File: config.mk
export PLATFORM = sky130hd
export DESIGN_NAME = srff_flag_reader
export DESIGN_NICKNAME = d
export VERILOG_FILES = /design/src/rtl/srff_flag_reader.sv
export SDC_FILE = /design/constraint.sdc
export NUM_CORES = 1
export LEC_CHECK = 0
export CORE_MARGIN = 2
export CORE_UTILIZATION = 50
export DETAILED_ROUTE_END_ITERATION = 8
export GPL_ROUTABILITY_DRIVEN = 0
export PLACE_DENSITY_LB_ADDON = 0.05
export SYNTH_ARGS = -nofsm -noshare
export SYNTH_HDL_FRONTEND = slang
export SYNTH_SLANG_ARGS = --single-unit
File: constraint.sdc
create_clock -name clk -period 5 [get_ports clk]
set_clock_uncertainty 0.15 [all_clocks]
set_input_delay 1 -clock clk [delete_from_list [all_inputs] [get_ports clk]]
set_output_delay 1 -clock clk [all_outputs]
set_load 0.01 [all_outputs]
File: src/rtl/srff_flag_reader.sv
// Round-robin reader/clearer for a bank of sticky SRFF event flags.
// Optional overrun counter enabled by defining FLAG_READER_OVERRUN_EN.
module srff_flag_reader #(
  parameter int W     = 8,
  parameter int OVR_W = 8,
  localparam int IW   = $clog2(W)
) (
  input  logic             clk,
  input  logic             clrn,
  input  logic [W-1:0]     flag_q,
  output logic [W-1:0]     flag_r,
  output logic             evt_valid,
  input  logic             evt_ready,
  output logic [IW-1:0]    evt_idx,
  output logic             busy,
  output logic [OVR_W-1:0] ovr_cnt
);

  typedef enum logic [1:0] {
    SCAN    = 2'd0,
    PRESENT = 2'd1,
    CLEAR   = 2'd2,
    SETTLE  = 2'd3
  } state_t;

  state_t          state, state_nx;
  logic [IW-1:0]   last, last_nx;
  logic [IW-1:0]   idx_nx;
  logic            valid_nx;
  logic [W-1:0]    r_nx;
  logic            busy_nx;
  logic [IW:0]     pick;

  // First set bit after 'from', wrapping; MSB of the result is the found flag.
  function automatic logic [IW:0] rr_pick(input logic [W-1:0] flags, input logic [IW-1:0] from);
    int j;
    rr_pick = {(IW+1){1'b0}};
    for (int k = W; k >= 1; k--) begin
      j = (int'(from) + k) % W;
      if (flags[j]) begin
        rr_pick = {1'b1, IW'(j)};
      end
    end
  endfunction

`ifdef FLAG_READER_OVERRUN_EN
  logic [OVR_W-1:0] ovr_q, ovr_nx;
`endif

  // Next-state and next-output logic.
  always_comb begin
    pick     = rr_pick(flag_q, last);
    state_nx = state;
    last_nx  = last;
    idx_nx   = evt_idx;
    valid_nx = evt_valid;
    r_nx     = {W{1'b0}};
`ifdef FLAG_READER_OVERRUN_EN
    ovr_nx   = ovr_q;
`endif
    case (state)
      SCAN: begin
        if (pick[IW]) begin
          state_nx = PRESENT;
          idx_nx   = pick[IW-1:0];
          last_nx  = pick[IW-1:0];
          valid_nx = 1'b1;
        end else begin
          state_nx = SCAN;
        end
      end
      PRESENT: begin
        // The offer stands even if the flag drops externally meanwhile.
        if (evt_ready) begin
          state_nx = CLEAR;
          valid_nx = 1'b0;
          r_nx     = {{(W-1){1'b0}}, 1'b1} << evt_idx;
        end else begin
          valid_nx = 1'b1;
        end
      end
      CLEAR: begin
        state_nx = SETTLE;
      end
      SETTLE: begin
        // A flag still high here was re-set during the clear; a later scan picks it up.
`ifdef FLAG_READER_OVERRUN_EN
        if (flag_q[evt_idx] && (ovr_q != {OVR_W{1'b1}})) begin
          ovr_nx = ovr_q + {{(OVR_W-1){1'b0}}, 1'b1};
        end else begin
          ovr_nx = ovr_q;
        end
`endif
        state_nx = SCAN;
      end
      default: begin
        state_nx = SCAN;
        valid_nx = 1'b0;
      end
    endcase
    busy_nx = (state_nx != SCAN);
  end

  // State and registered outputs.
  always_ff @(posedge clk or negedge clrn) begin
    if (!clrn) begin
      state     <= SCAN;
      last      <= IW'(W-1);
      evt_idx   <= {IW{1'b0}};
      evt_valid <= 1'b0;
      flag_r    <= {W{1'b0}};
      busy      <= 1'b0;
    end else begin
      state     <= state_nx;
      last      <= last_nx;
      evt_idx   <= idx_nx;
      evt_valid <= valid_nx;
      flag_r    <= r_nx;
      busy      <= busy_nx;
    end
  end

`ifdef FLAG_READER_OVERRUN_EN
  // Saturating overrun counter, cleared only by reset.
  always_ff @(posedge clk or negedge clrn) begin
    if (!clrn) begin
      ovr_q <= {OVR_W{1'b0}};
    end else begin
      ovr_q <= ovr_nx;
    end
  end
  assign ovr_cnt = ovr_q;
`else
  assign ovr_cnt = {OVR_W{1'b0}};
`endif

endmodule
==> results.yml, run 1 <==
clocking:
  cts.clk_slew.worst_paths_ns: 0.07
  post_cts_hold_buffer_count: 0
  worst_skew_pair_latency_ns: 0.25
  h-tree-depth: 1
  post_cts_resize_count: 0
  cts_root_buffer: "sky130_fd_sc_hd__clkbuf_8"
  cts.path.max_buffers: 2
  tritoncts_clock_tree: "yes"
  clock_sinks: 18
  cts_inserted_buffers: 3
  post-cts-setup-buffers: 0
global_route:
  wire_length_of_the_first_global_routing_pass_um: 6470
  overflow_left_after_global_routing: 0
  grt_antenna_before_repair: 0
  grt.total_usage: 0.198
  grt_max_degree: 21
  via_count_of_the_first_global_routing_pass: 1303
place:
  dp_cells: 237
  dp_hpwl_um: 2970
  place.port_buffers: 23
  dp_slack_ns: 1.50
timing:
  rsz_0062_raised_after_global_routing: "no"
  finalSetupTns_ns: 0
  setup_ws_ns: 1.50
  final-max-slew-violation-count: 0
  timing_hold_violations_final: 0
  post-route-min-period_ns: 3.50
  normalized_max_slew_margin: 0.489
  worst-slew-pin-transition_ns: 0.763
  setup_viol_count_final: 0
  fmaxAchievable_ghz: 0.286
  final_min_period_over_clock_period: 0.699
  finalHoldWorstSlack_ns: 0.354
worst_setup_path:
  critical_path_required_ns: 5.03
  ff2ff_setup_slack_ns: 1.50
  r2r_cells: 8
  type_of_the_worst_setup_path: "reg2reg"
  kind_of_launch_point_of_the_worst_setup_path: "flip-flop"
  r2r-end: "last[0]$_DFFE_PN1P_"
  critPathMaxFanout: 19
  rr_startpoint: "last[0]$_DFFE_PN1P_"
  setup.worst_path.end_class: "flip-flop"
  cp_data_arrival_time_ns: 3.53
worst_hold_path:
  worst_hold_path_type: "reg2reg"
  hp-start: "evt_valid$_DFFE_PN0P_"
  min_delay_worst_endpoint: "evt_valid$_DFFE_PN0P_"
  worst_hold_path.num_cells: 1
layout:
  finalNetCount: 207
  layout-drive-gt1-share: 0.202
  nFillCells: 294
  syn2layout_area_growth_pct: 10.6
  multi_input_comb_area_sq_um: 1210
  antennaDiodeCount: 0
  layout.cells.most_common: "sky130_fd_sc_hd__clkdlybuf4s50_1"
  layout.cells.most_common_list: "23 x sky130_fd_sc_hd__clkdlybuf4s50_1, 15 x sky130_fd_sc_hd__nor2_1, 15 x sky130_fd_sc_hd__dfrtp_1"
  layoutNonFillerInstCount: 241
  area.sequential_sq_um: 454
yosys:
  number_of_warnings_reported_in_the_yosys_synthesis_log: 0
  number_of_synthesized_flops_with_an_enable_pin: 0
  synth-compound-area-share: 0.181
  syn_inst: 175
  yosysUniqueCellTypes: 53
  async_flop_share: 1.00
  synth-adder-area-share: 0.0136
  synth_simple_gate_area_frac: 0.154
  synth_xor_xnor_area_share: 0.0190
  synth.area.mux_share: 0.272
  synthesis.area_sq_um: 1840
  synth_ff_type: "sky130_fd_sc_hd__dfrtp_1"
  synth-seq-cells: 18
  largest_family_of_logic_cells_by_synthesized_area: "multiplexers"
  avgSynthCellArea_sq_um: 10.5
  synth_sequential_area_ratio: 0.247
status:
  run_status: "completed"
flow_run:
  timing.max_cap.violations: 0
die:
  die-area_sq_um: 4180
  core_region_area_sq_um: 3610
  die_w_um: 64.7
  floorplan.rows: 22
  ios: 32
  dieHeight_um: 64.7
  initial_utilization: 0.510
power:
  total_leakage_power_nw: 0.807
  power_mw: 1.42
  power-per-cell-area_nw_per_um2: 696
  maximum_vdd_drop_mv: 0.294
routing:
  ant_nets: 0
  avgViaCountPerCell: 6.10
  detailroute.via_count: 1470
  initial_drc_count: 117
  drtPass1Iterations: 4
  remaining_drc_errors: 0
  wl_um: 3870
  wire_per_inst_um: 16.0
[logic make-up after synthesis]
group                      Yosys count
and+or+nand+nor                     52
AOI/OAI and AO/OA                   43
adders and majority gates            2
muxes                               31
buffers and inverters               24
other                                1
DFF                                 18
xor gates and xnor gates             4
[synth_stat cells, types with 4 or more instances]
| master | number | area (sq um) |
|---|---|---|
| sky130_fd_sc_hd__nand2b_1 | 5 | 31.3 |
| sky130_fd_sc_hd__nand2_1 | 12 | 45.0 |
| sky130_fd_sc_hd__buf_4 | 8 | 60.1 |
| sky130_fd_sc_hd__mux4_2 | 10 | 225 |
| sky130_fd_sc_hd__mux2_2 | 9 | 101 |
| sky130_fd_sc_hd__nor3_1 | 4 | 20.0 |
| sky130_fd_sc_hd__a21oi_1 | 13 | 65.1 |
| sky130_fd_sc_hd__dfrtp_1 | 15 | 375 |
| sky130_fd_sc_hd__mux2i_1 | 7 | 70.1 |
| sky130_fd_sc_hd__nor2_1 | 15 | 56.3 |
| sky130_fd_sc_hd__o21ai_0 | 4 | 20.0 |
| sky130_fd_sc_hd__inv_1 | 8 | 30.0 |
[worst max-delay path: stages (launching register included)]
cell	delay (ns)
sky130_fd_sc_hd__dfstp_2	0.79
sky130_fd_sc_hd__inv_1	0.21
sky130_fd_sc_hd__ha_1	0.69
sky130_fd_sc_hd__mux4_2	0.70
sky130_fd_sc_hd__nor4_4	0.26
sky130_fd_sc_hd__o2111ai_2	0.23
sky130_fd_sc_hd__nand2_2	0.18
sky130_fd_sc_hd__a211oi_2	0.06
sky130_fd_sc_hd__o21ai_1	0.16
[final cells by class]
cell class,instances,area share
inverter,8,0.0148
tap,48,0.0295
sequential,18,0.223
clock buffer,4,0.0270
multi-input combinational,140,0.593
timing repair buffer,23,0.113
[flip-flops by register name, indices dropped and copies added (netlist names)]
register	cells
busy	1
evt_idx	3
evt_valid	1
flag_r	8
last	3
state	2
[power breakdown]
part           internal (mW)  switching, mW  total [mW]
Clock                 0.0699         0.0468       0.117
Combinational          0.469          0.516       0.985
Sequential             0.204          0.110       0.314
Total                  0.743          0.673        1.42
[per-layer routing]
metal | part of all wire | vias up | track usage
met5 | 0 | - | 0
met4 | 0.0026 | 0 | 0.0160
met3 | 0.048 | 2 | 0.0434
met2 | 0.48 | 50 | 0.307
met1 | 0.47 | 726 | 0.296
li1 | - | 692 | -
[per-stage QoR]
stage,area (sq um),utilization
after floorplan,1870,-
after CTS,2040,0.565
after global routing,2040,0.565
after global placement,1980,0.549
final,2040,0.565
after detailed placement,1980,0.549
[how the worst max path moves through the flow]
stage | startpoint | slack [ns] | cells past startpoint | endpoint
after floorplan | last[1]$_DFFE_PN1P_ | 2.01 | 12 | evt_idx[0]$_DFFE_PN0P_
after global placement | flag_q[7] | 1.56 | 7 | evt_idx[0]$_DFFE_PN0P_
after detailed placement | last[0]$_DFFE_PN1P_ | 1.50 | 8 | last[2]$_DFFE_PN1P_
after CTS | last[0]$_DFFE_PN1P_ | 1.49 | 8 | last[2]$_DFFE_PN1P_
after global routing | last[0]$_DFFE_PN1P_ | 1.20 | 8 | last[0]$_DFFE_PN1P_
final | last[0]$_DFFE_PN1P_ | 1.50 | 8 | last[0]$_DFFE_PN1P_
No activity file was read; power rests on OpenSTA's default activity.
==> run 2, diff against run 1 <==
==> constraint.sdc (replaced) <==
create_clock -name clk -period 3.59 [get_ports clk]
set_clock_uncertainty 0.15 [all_clocks]
set_input_delay 0.718 -clock clk [delete_from_list [all_inputs] [get_ports clk]]
set_output_delay 0.718 -clock clk [all_outputs]
set_load 0.01 [all_outputs]
==> run 2 against run 1 <==
  * Final area up 0.74%
  * Global-route usage up 2.6 points
  * Via count down 0.48%
  * Utilization up 0.42 points
  * Clock power up 44%
  * Sequential share of layout area down 0.16 points
  * Combinational power up 49%
  * Worst hold slack better by 0.025 ns
  * Critical endpoint is now evt_valid$_DFFE_PN0P_
  * Largest cell class unchanged
  * Cell count up 0.83%
  * Non-clock buffer count up 2
  * Register-to-register slack worse by 1.1 ns
==> results.yml, run 2 (same netlist as run 1, synthesis figures left out) <==
worst_setup_path:
  kind_of_launch_point_of_the_worst_setup_path: "flip-flop"
  critPathMaxFanout: 14
  setup.worst_path.end_class: "flip-flop"
  timing.critical_path.slowest_cell_delay_ns: 0.72
  worstPathCellList: "inv_1 > ha_1 > mux4_2 > nor4_4 > o2111ai_2 > nor2_1 > nor2_1 > o21a_1"
  cp_num_buf_inv: 1
  path_common_cell: "sky130_fd_sc_hd__nor2_1"
  cp_top_delay_family: "adder cells"
  critical_path_required_ns: 3.59
  cp_data_arrival_time_ns: 3.19
  type_of_the_worst_setup_path: "reg2reg"
  crit_path_top_delay_cell: "sky130_fd_sc_hd__ha_1"
timing:
  setup_viol_count_final: 0
  worst-slew-pin-transition_ns: 0.796
  fmaxAchievable_ghz: 0.313
  post-route-min-period_ns: 3.19
  final-max-slew-violation-count: 0
  finalHoldWorstSlack_ns: 0.378
  timing_hold_violations_final: 0
  finalSetupTns_ns: 0
  rsz_0062_raised_after_global_routing: "no"
  normalized_max_slew_margin: 0.468
  final_min_period_over_clock_period: 0.889
clocking:
  cts_inserted_buffers: 3
  tritoncts_clock_tree: "yes"
  post-cts-setup-buffers: 0
  cts.path.max_buffers: 2
  worst_skew_pair_latency_ns: 0.26
  post_cts_hold_buffer_count: 0
  clock_sinks: 18
  cts_root_buffer: "sky130_fd_sc_hd__clkbuf_8"
  post_cts_resize_count: 0
  h-tree-depth: 1
  cts.clk_slew.worst_paths_ns: 0.07
status:
  run_status: "completed"
die:
  floorplan.rows: 22
  die_w_um: 64.7
  dieHeight_um: 64.7
  die-area_sq_um: 4180
  ios: 32
  initial_utilization: 0.510
  core_region_area_sq_um: 3610
power:
  power-per-cell-area_nw_per_um2: 981
  maximum_vdd_drop_mv: 0.449
  total_leakage_power_nw: 0.817
routing:
  wire_per_inst_um: 17.5
  remaining_drc_errors: 0
  wl_um: 4250
  detailroute.via_count: 1463
  drtPass1Iterations: 4
  initial_drc_count: 135
  avgViaCountPerCell: 6.02
  ant_nets: 0
layout:
  finalNetCount: 209
  flip_flop_count_of_the_largest_register_after_layout: 8
  nFillCells: 311
  layout-drive-gt1-share: 0.210
  layoutNonFillerInstCount: 243
  syn2layout_area_growth_pct: 11.4
  post-route-util: 0.569
  reg.largest.list: "flag_r (8), evt_idx (3), last (3)"
  layout.cells.most_common: "sky130_fd_sc_hd__clkdlybuf4s50_1"
  regMostFlops: "flag_r"
  antennaDiodeCount: 0
  layout.cells.most_common_list: "23 x sky130_fd_sc_hd__clkdlybuf4s50_1, 15 x sky130_fd_sc_hd__nor2_1, 15 x sky130_fd_sc_hd__dfrtp_1"
  area.sequential_sq_um: 454
  multi_input_comb_area_sq_um: 1210
global_route:
  overflow_left_after_global_routing: 0
  grt_max_degree: 20
  wire_length_of_the_first_global_routing_pass_um: 7300
  grt.total_usage: 0.224
  via_count_of_the_first_global_routing_pass: 1450
  grt_antenna_before_repair: 0
place:
  dp_cells: 239
  place.port_buffers: 23
  dp_hpwl_um: 3150
flow_run:
  timing.max_cap.violations: 0
worst_hold_path:
  worst_hold_path_type: "reg2reg"
-- run 2: power by group --
| group | leakage (nW) | total (mW) | switching, mW | internal (mW) |
|---|---|---|---|---|
| sequential | 0.223 | 0.374 | 0.0920 | 0.282 |
| clock | 0.0288 | 0.168 | 0.0706 | 0.0976 |
| combinational | 0.565 | 1.47 | 0.801 | 0.667 |
-- run 2: area by class of cell --
class,count,area share
inverter,8,0.0146
tap,48,0.0293
clock buffer,4,0.0268
timing repair buffer,25,0.120
multi-input combinational,140,0.588
sequential,18,0.221
-- run 2: path summary, 6_finish.rpt --
check / startpoint / to / slack (ns) / cells after the start
max reg2reg: last[0]$_DFFE_PN1P_ / evt_valid$_DFFE_PN0P_ / 0.40 / 8
min: evt_valid$_DFFE_PN0P_ / evt_valid$_DFFE_PN0P_ / 0.38 / 1
min in group asynchronous: clrn / flag_r[3]$_DFF_PN0_ / 0.77 / 1
max in group asynchronous: clrn / state[1]$_DFF_PN0_ / 2.03 / 1
min reg2reg: evt_valid$_DFFE_PN0P_ / evt_valid$_DFFE_PN0P_ / 0.38 / 1
max: last[0]$_DFFE_PN1P_ / evt_valid$_DFFE_PN0P_ / 0.40 / 8
-- run 2: through the flow --
step	power, mW	cell area (sq um)	setup slack [ns]
global placement	1.81	2000	0.467
global route	2.17	2050	0.191
floorplan	1.62	1870	0.596
detailed placement	1.83	2000	0.407
CTS	2.01	2050	0.377
finish	2.01	2050	0.398
-- run 2: routing by layer --
metal,up-vias,track usage,share of wire
li1,697,-,-
met1,700,0.333,0.44
met2,61,0.352,0.47
met3,5,0.0313,0.076
met4,0,0.0399,0.0082
met5,-,0,0
